$ cat src/rtl/note_sequencer_synth.sv
// Playback engine: scans the note memory at a fixed tempo and streams a
// square-wave tone for each slot into the codec through a ready/write handshake.
module note_sequencer_synth #(
    parameter int          NUM_SLOTS        = 40,
    parameter int          SAMPLES_PER_STEP = 12000,
    parameter logic [23:0] AMPLITUDE        = 24'h100000
) (
    input  logic        clk,
    input  logic        reset,
    input  logic        play,
    input  logic        stop,
    input  logic        loop,
    output logic [5:0]  slot_addr,
    input  logic [5:0]  slot_note,
    input  logic        write_ready,
    output logic        write,
    output logic [23:0] write_data,
    output logic        playing,
    output logic [5:0]  cur_slot
);

    localparam int             CNT_W       = $clog2(SAMPLES_PER_STEP + 1);
    localparam logic [CNT_W-1:0] SAMPLE_LAST = CNT_W'(SAMPLES_PER_STEP - 1);
    localparam logic [5:0]     SLOT_LAST   = 6'(NUM_SLOTS - 1);

    typedef enum logic [1:0] {
        S_IDLE  = 2'd0,
        S_FETCH = 2'd1,
        S_PLAY  = 2'd2
    } state_t;

    state_t           state_q, state_d;
    logic [5:0]       slot_q, slot_d;
    logic [5:0]       note_q, note_d;
    logic [CNT_W-1:0] sample_cnt_q, sample_cnt_d;
    logic [8:0]       phase_cnt_q, phase_cnt_d;
    logic             phase_hi_q, phase_hi_d;
    logic             write_q, write_d;
    logic [23:0]      write_data_q, write_data_d;

    logic [8:0]       hp_s;
    logic             rest_s;
    logic [23:0]      sample_s;

    // Half-period in samples at 48 kHz for codes 1..36 (C3..B5); 0 means rest.
    function automatic logic [8:0] half_period(input logic [5:0] code);
        logic [8:0] hp;
        case (code)
            6'd1:  hp = 9'd183;
            6'd2:  hp = 9'd173;
            6'd3:  hp = 9'd163;
            6'd4:  hp = 9'd154;
            6'd5:  hp = 9'd146;
            6'd6:  hp = 9'd137;
            6'd7:  hp = 9'd130;
            6'd8:  hp = 9'd122;
            6'd9:  hp = 9'd116;
            6'd10: hp = 9'd109;
            6'd11: hp = 9'd103;
            6'd12: hp = 9'd97;
            6'd13: hp = 9'd92;
            6'd14: hp = 9'd87;
            6'd15: hp = 9'd82;
            6'd16: hp = 9'd77;
            6'd17: hp = 9'd73;
            6'd18: hp = 9'd69;
            6'd19: hp = 9'd65;
            6'd20: hp = 9'd61;
            6'd21: hp = 9'd58;
            6'd22: hp = 9'd55;
            6'd23: hp = 9'd51;
            6'd24: hp = 9'd49;
            6'd25: hp = 9'd46;
            6'd26: hp = 9'd43;
            6'd27: hp = 9'd41;
            6'd28: hp = 9'd39;
            6'd29: hp = 9'd36;
            6'd30: hp = 9'd34;
            6'd31: hp = 9'd32;
            6'd32: hp = 9'd31;
            6'd33: hp = 9'd29;
            6'd34: hp = 9'd27;
            6'd35: hp = 9'd26;
            6'd36: hp = 9'd24;
            default: hp = 9'd0;
        endcase
        return hp;
    endfunction

    // Sample value and rest detection for the latched note.
    always_comb begin
        hp_s   = half_period(note_q);
        rest_s = (hp_s == 9'd0);
        if (rest_s) begin
            sample_s = 24'd0;
        end else if (phase_hi_q) begin
            sample_s = AMPLITUDE;
        end else begin
            sample_s = (~AMPLITUDE) + 24'd1;
        end
    end

    // Next-state logic: sequencing, handshake and per-sample counters.
    always_comb begin
        state_d      = state_q;
        slot_d       = slot_q;
        note_d       = note_q;
        sample_cnt_d = sample_cnt_q;
        phase_cnt_d  = phase_cnt_q;
        phase_hi_d   = phase_hi_q;
        write_d      = 1'b0;
        write_data_d = write_data_q;

        case (state_q)
            S_IDLE: begin
                slot_d       = 6'd0;
                sample_cnt_d = '0;
                phase_cnt_d  = 9'd0;
                write_data_d = 24'd0;
                if (play) begin
                    state_d = S_FETCH;
                end else begin
                    state_d = S_IDLE;
                end
            end
            S_FETCH: begin
                note_d       = slot_note;
                sample_cnt_d = '0;
                phase_cnt_d  = 9'd0;
                phase_hi_d   = 1'b1;
                state_d      = S_PLAY;
            end
            S_PLAY: begin
                if (write_q) begin
                    // The sample just strobed has been accepted: account for it.
                    if (rest_s) begin
                        phase_cnt_d = phase_cnt_q;
                    end else if (phase_cnt_q == (hp_s - 9'd1)) begin
                        phase_cnt_d = 9'd0;
                        phase_hi_d  = ~phase_hi_q;
                    end else begin
                        phase_cnt_d = phase_cnt_q + 9'd1;
                    end
                    if (sample_cnt_q == SAMPLE_LAST) begin
                        sample_cnt_d = '0;
                        if (slot_q != SLOT_LAST) begin
                            slot_d  = slot_q + 6'd1;
                            state_d = S_FETCH;
                        end else if (loop) begin
                            slot_d  = 6'd0;
                            state_d = S_FETCH;
                        end else begin
                            slot_d       = 6'd0;
                            state_d      = S_IDLE;
                            write_data_d = 24'd0;
                        end
                    end else begin
                        sample_cnt_d = sample_cnt_q + CNT_W'(1);
                    end
                end else if (write_ready) begin
                    write_d      = 1'b1;
                    write_data_d = sample_s;
                end else begin
                    write_d = 1'b0;
                end
            end
            default: begin
                state_d = S_IDLE;
            end
        endcase

        if (stop) begin
            state_d      = S_IDLE;
            slot_d       = 6'd0;
            sample_cnt_d = '0;
            phase_cnt_d  = 9'd0;
            phase_hi_d   = 1'b0;
            write_d      = 1'b0;
            write_data_d = 24'd0;
        end else begin
            state_d = state_d;
        end
    end

    // State and datapath registers with synchronous reset.
    always_ff @(posedge clk) begin
        if (reset) begin
            state_q      <= S_IDLE;
            slot_q       <= 6'd0;
            note_q       <= 6'd0;
            sample_cnt_q <= '0;
            phase_cnt_q  <= 9'd0;
            phase_hi_q   <= 1'b0;
            write_q      <= 1'b0;
            write_data_q <= 24'd0;
        end else begin
            state_q      <= state_d;
            slot_q       <= slot_d;
            note_q       <= note_d;
            sample_cnt_q <= sample_cnt_d;
            phase_cnt_q  <= phase_cnt_d;
            phase_hi_q   <= phase_hi_d;
            write_q      <= write_d;
            write_data_q <= write_data_d;
        end
    end

    assign slot_addr  = slot_q;
    assign cur_slot   = slot_q;
    assign write      = write_q;
    assign write_data = write_data_q;
    assign playing    = (state_q == S_FETCH) || (state_q == S_PLAY);

endmodule

$ cat config.mk
export PLATFORM = sky130hd
export DESIGN_NAME = note_sequencer_synth
export DESIGN_NICKNAME = d
export VERILOG_FILES = /design/src/rtl/note_sequencer_synth.sv
export SDC_FILE = /design/constraint.sdc
export NUM_CORES = 1
export LEC_CHECK = 0
export ABC_AREA = 1
export CORE_MARGIN = 2
export CORE_UTILIZATION = 59
export CTS_CLUSTER_DIAMETER = 30
export DETAILED_ROUTE_END_ITERATION = 6
export PLACE_DENSITY_LB_ADDON = 0.08
export SYNTH_ARGS = -nofsm -noshare
export SYNTH_HDL_FRONTEND = slang
export SYNTH_SLANG_ARGS = --single-unit
$ cat constraint.sdc
create_clock -name clk -period 3.5 [get_ports clk]
set_input_delay 0.875 -clock clk [delete_from_list [all_inputs] [get_ports clk]]
set_output_delay 0.875 -clock clk [all_outputs]
set_load 0.05 [all_outputs]
# Word level (Yosys, flattened, before mapping)
# Memories as Yosys holds them, arrays and structs flattened. A register that Yosys moved wholly into a read port is not among the register bits.
# Cells that the tools add are included.
[word_totals] romBits=512 elab_cells=75 ff_bits=63 in_bits=12 ramBits=0 n_memories=1 out_inout_bits=38 latch_bits=0
[op_classes] muxes=32 n_lt_le_gt_ge=0 n_reduce_logical=15 div=0 add_sub_neg=4 multipliers=0 n_eq_ne=13 shift=0 bitwise_logic=2
[memory_table] memory="(no name shown)" words=64 word_bits=8 rd=1 rd_clocked_by_memory_dff=1 wr=0 line_no="48" text="case (code)"
[op_table] op="24-bit 2-to-1 mux" n=7
[op_table] op="24-bit case mux with 2 select lines" n=1
[op_table] op="6-bit 2-to-1 mux" n=5
[op_table] op="14-bit 2-to-1 mux" n=2
[op_table] op="14-bit case mux with 2 select lines" n=1
[op_table] op="9-bit 2-to-1 mux" n=3
[op_table] op="9-bit case mux with 2 select lines" n=1
[op_table] op="14-bit by 1-bit adder with 14-bit output (second input constant)" n=1
[op_table] op="14-bit == test (second input constant)" n=1
[op_table] op="3-bit != test (second input constant)" n=4
[op_table] op="6-bit case mux with 2 select lines" n=1
[op_table] op="9-bit by 1-bit adder with 9-bit output (second input constant)" n=1
[op_table] op="9-bit == test" n=1
[op_table] op="9-bit zero test" n=1
[op_table] op="9-bit by 1-bit subtractor with 9-bit output (second input constant)" n=1
[op_table] op="2-bit != test (second input constant)" n=4
[op_table] op="1-bit 2-to-1 mux" n=7
[op_table] op="6-bit by 1-bit adder with 6-bit output (second input constant)" n=1
[op_table] op="6-bit != test (second input constant)" n=1
[op_table] op="2-bit case mux with 3 select lines" n=1
[op_table] op="3-bit AND reduction" n=2
[op_table] op="2-bit nonzero test" n=3
[op_table] op="5-bit AND reduction" n=1
[op_table] op="2-bit 2-to-1 mux" n=2
[op_table] op="other kinds (10)" n=13

# Depth between registers and ports, before layout
[depth] word_depth=6 depth_mapped=15 depth_no_buf=14

# Worst setup path before layout
# Ideal clock, no wire load.
[synth_timing] path_type="input to register" from="input reset" to="register, netlist name hp_s[2]" setup_slack_ns=1.173 arrival_time_ns=2.208 path_stages=8 path_buffers=1 t_required_ns=3.380 setup_ns=0.120 cell_sequence="buf_4 -> nor3_4 -> inv_1 -> ha_1 -> o21ai_0 -> o21ai_1 -> o211ai_1 -> nand2_1"
[synth_via] elab_chain_len=1
[synth_lines] element="from (decl)" line_no="9" text="input logic reset,"
[synth_lines] element="6-bit 2-to-1 mux (no line)"
# Every way passes these cells.
# A chain may end at the register's enable or synchronous reset.

# Worst setup path in the final report
[layout_timing] from="register state_q[0]" to="output playing"
[layout_via] elab_chain_len=2 elab_cells_between_ends=3
[layout_lines] element="from (decl)" line_no="32" text="state_t state_q, state_d;"
[layout_lines] element="from (signal assigned)" line_no="197" text="state_q <= state_d;"
[layout_lines] element="2-bit by 1-bit == test with 1-bit output or 2-bit == test (tied branches)" line_no="212" text="assign playing = (state_q == S_FETCH) || (state_q == S_PLAY);"
[layout_lines] element="1-bit logical OR (*)" line_no="212"
[layout_lines] element="to (decl)" line_no="18" text="output logic playing,"
# Mark *: on every way between the ends. The rest lies on a longest branch, timed or not.

==> impl_metrics.env <==
export IMPL_max_slew_margin=0.391
export IMPL_drv_cap=0
export IMPL_cts_hold_fix_buffers=0
export IMPL_fp_dieW_um=80.1
export IMPL_maxSlewViolCount=0
export IMPL_period_minus_slack_ns=2.80
export IMPL_grt_max_degree=20
export IMPL_dp_cells=583
export IMPL_gr_usage_met1=0.327
export IMPL_ys_seq_area_frac=0.287
export IMPL_cts_inserted_buffers=5
export IMPL_dr_pass1_iters=5
export IMPL_diodes=0
export IMPL_grt_busiest_layer="met2"
export IMPL_io_buffers=29
export IMPL_critPathLaunchType="flip-flop"
export IMPL_overflow=0
export IMPL_antenna_left=0
export IMPL_syn_area_um2=3420
export IMPL_yosys_warnings=0
export IMPL_fin_crit_sh=0.799
export IMPL_clk_latency_ns=0.30
export IMPL_grt_pass1_vias=2712
export IMPL_synth_top_area_cell="dfxtp_1"
export IMPL_vias=3041
export IMPL_fmax_ghz=0.358
export IMPL_p_per_area_nw_per_um2=377
export IMPL_yosysTopAreaCellShare=0.287
export IMPL_cts_sinks=49
export IMPL_crit_path_max_fanout=4
export IMPL_hold_viol=0
export IMPL_clockBufferDepth=2
export IMPL_use_met2=0.388
export IMPL_ios=50
export IMPL_drt_iter0_drc=126
export IMPL_hold_class="reg -> reg"
export IMPL_grt_use_total=0.235
export IMPL_final_setup_skew_ns=0.00591
export IMPL_cts_resized=0
export IMPL_fin_setup_tns_ns=0
export IMPL_clk_pin_slew_ns=0.09
export IMPL_initial_core_util=0.617
export IMPL_cts_tree="built"
export IMPL_post_cts_buffers=0
export IMPL_wl_per_cell_um=12.2
export IMPL_peakVddDrop_mv=0.201
export IMPL_viasPerCell=5.15
export IMPL_instances_no_fill=591
export IMPL_cts_root_buf="clkbuf_8"
export IMPL_synth_cell_types=44
export IMPL_fillers=533
export IMPL_cp_required_ns=2.62
export IMPL_num_nets_final=545
export IMPL_die_y_um=80.1
export IMPL_htree_levels=2
export IMPL_rsz0062_at_grt="false"
export IMPL_total_leakage_power_nw=1.51
export IMPL_drt_total_wl_um=7220
export IMPL_setup_viol_count_final=0
export IMPL_status="finished clean"
export IMPL_antenna_found_initial=0
export IMPL_post_route_drc_count=0
export IMPL_synth_seq_cells=49
export IMPL_criticalPathCategory="reg -> out"
export IMPL_hpwl_um=5540
export IMPL_area_growth_pct=7.94
export IMPL_grt_pass1_wl_um=12100
export IMPL_core_area_um2=5540
export IMPL_end_kind="primary output"
export IMPL_syn_avg_cell_area_um2=6.88
export IMPL_dieArea_um2=6420
export IMPL_yosys_top_cells_area="dfxtp_1 29%, nand2_1 12%, buf_4 6.6%"
export IMPL_syn_inst=497
export IMPL_num_rows=27
export IMPL_worst_pin_slew_ns=0.913
export IMPL_arrival_ns=1.92
export IMPL_drive_above_1_share=0.0983
export IMPL_grt_use_met3=0.0393
export IMPL_routabilityCongestion=0.876
[power breakdown]
part | total [mW] | internal (mW) | switching (mW)
Combinational | 0.439 | 0.141 | 0.298
Sequential | 0.615 | 0.585 | 0.0293
Clock | 0.337 | 0.143 | 0.194
[worst paths after layout]
check                                    start              to  slack, ns  cells past startpoint
worst min-delay path            write_data[20]  write_data[20]       0.49                      2
worst min register to register  write_data[20]  write_data[20]       0.49                      2
worst max-delay path                state_q[0]         playing       0.70                      3
worst max register to register      state_q[1]         hp_s[2]       1.07                     12
[Yosys cell counts]
cell,instances
clkinv_1,1
inv_2,5
nand3_2,2
inv_4,1
o21a_1,3
nand2_1,110
nor3b_1,1
buf_6,5
o211ai_1,2
ha_1,15
o21ai_4,1
nand2_8,1
a31oi_1,1
a21oi_1,34
o31ai_1,1
a211oi_1,3
nor4_2,1
nand2_2,8
inv_1,52
a21o_1,1
o21ai_2,1
conb_1,1
nor3_4,3
nand3_1,36
or2_2,2
o21ai_0,10
buf_4,30
xnor2_1,4
o211a_1,1
nor2_2,6
nor3_1,11
nor2_4,4
nand4_1,7
and3_1,1
nand2_4,3
nor3_2,2
clkbuf_1,1
dfxtp_1,49
nor4_1,2
o21ai_1,13
buf_1,1
nand3_4,1
nor2_1,53
xor2_1,7
[cells in the final DEF (no fill, tap or decap), types with 3 or more instances in the layout]
cell             count
nor3_4               3
ha_1                15
nand2_1            110
o21a_1               3
a211oi_1             3
nor2_1              53
nor2_2               6
inv_1               52
clkdlybuf4s50_1     29
nor2_4               4
a21oi_1             34
clkbuf_8             5
inv_2                5
o21ai_1             13
nand3_1             36
xor2_1               7
o21ai_0             10
buf_4                3
nor3_1              11
xnor2_1              4
conb_1              20
nand2_2              8
nand4_1              7
nand2_4              3
dfxtp_1             49
[flip-flops by register name (all words and copies together) (netlist names)]
| signal | flops |
|---|---|
| write_data | 2 |
| phase_cnt_q | 9 |
| hp_s | 8 |
| write | 1 |
| state_q | 2 |
| sample_cnt_q | 14 |
| phase_hi_q | 1 |
| note_q | 6 |
| cur_slot | 6 |
[worst max-delay path, cell delays in order, from the launching register on]
cell             delay, ns
dfxtp_1               0.39
inv_1                 0.09
ha_1                  0.29
clkdlybuf4s50_1       0.84
[cells by family (layout without fill, tap and decap cells)]
group | Yosys count | in the layout | synth area share
AND/OR/NAND/NOR | 254 | 254 | 0.361
buffers and inverters | 96 | 99 | 0.150
AO/OA/AOI/OAI | 71 | 71 | 0.117
flip-flops | 49 | 49 | 0.287
adder cells (fa/ha/maj) | 15 | 15 | 0.0549
XOR/XNOR | 11 | 11 | 0.0282
other | 1 | 20 | 0.00110
[routing by layer]
| metal | share of wire | vias up |
|---|---|---|
| li1 | - | 1597 |
| met1 | 0.47 | 1340 |
| met2 | 0.46 | 95 |
| met3 | 0.056 | 9 |
| met4 | 0.0087 | 0 |
| met5 | 0 | - |
[area by class of cell]
type / instances / area [µm²] / share of cell area
Tap cell: 72 / 90.1 / 0.0244
Inverter: 59 / 224 / 0.0607
Sequential cell: 49 / 981 / 0.266
Clock inverter: 2 / 13.8 / 0.00373
Timing Repair Buffer: 32 / 313 / 0.0848
Clock buffer: 6 / 72.6 / 0.0197
Multi-Input combinational cell: 371 / 2000 / 0.541
[per-stage QoR]
| step | power (mW) | utilization | instance area [µm²] | hold slack (ns) | worst slack, ns |
|---|---|---|---|---|---|
| after floorplan | 0.995 | - | 3490 | 0.455 | 1.17 |
| after global placement | 1.06 | 0.650 | 3600 | 0.454 | 0.743 |
| after detailed placement | 1.06 | 0.650 | 3600 | 0.474 | 0.677 |
| after CTS | 1.40 | 0.666 | 3690 | 0.488 | 0.670 |
| after global routing | 1.48 | 0.666 | 3690 | 0.501 | 0.635 |
| final | 1.39 | 0.666 | 3690 | 0.492 | 0.704 |
No activity file was read; power rests on OpenSTA's default activity.
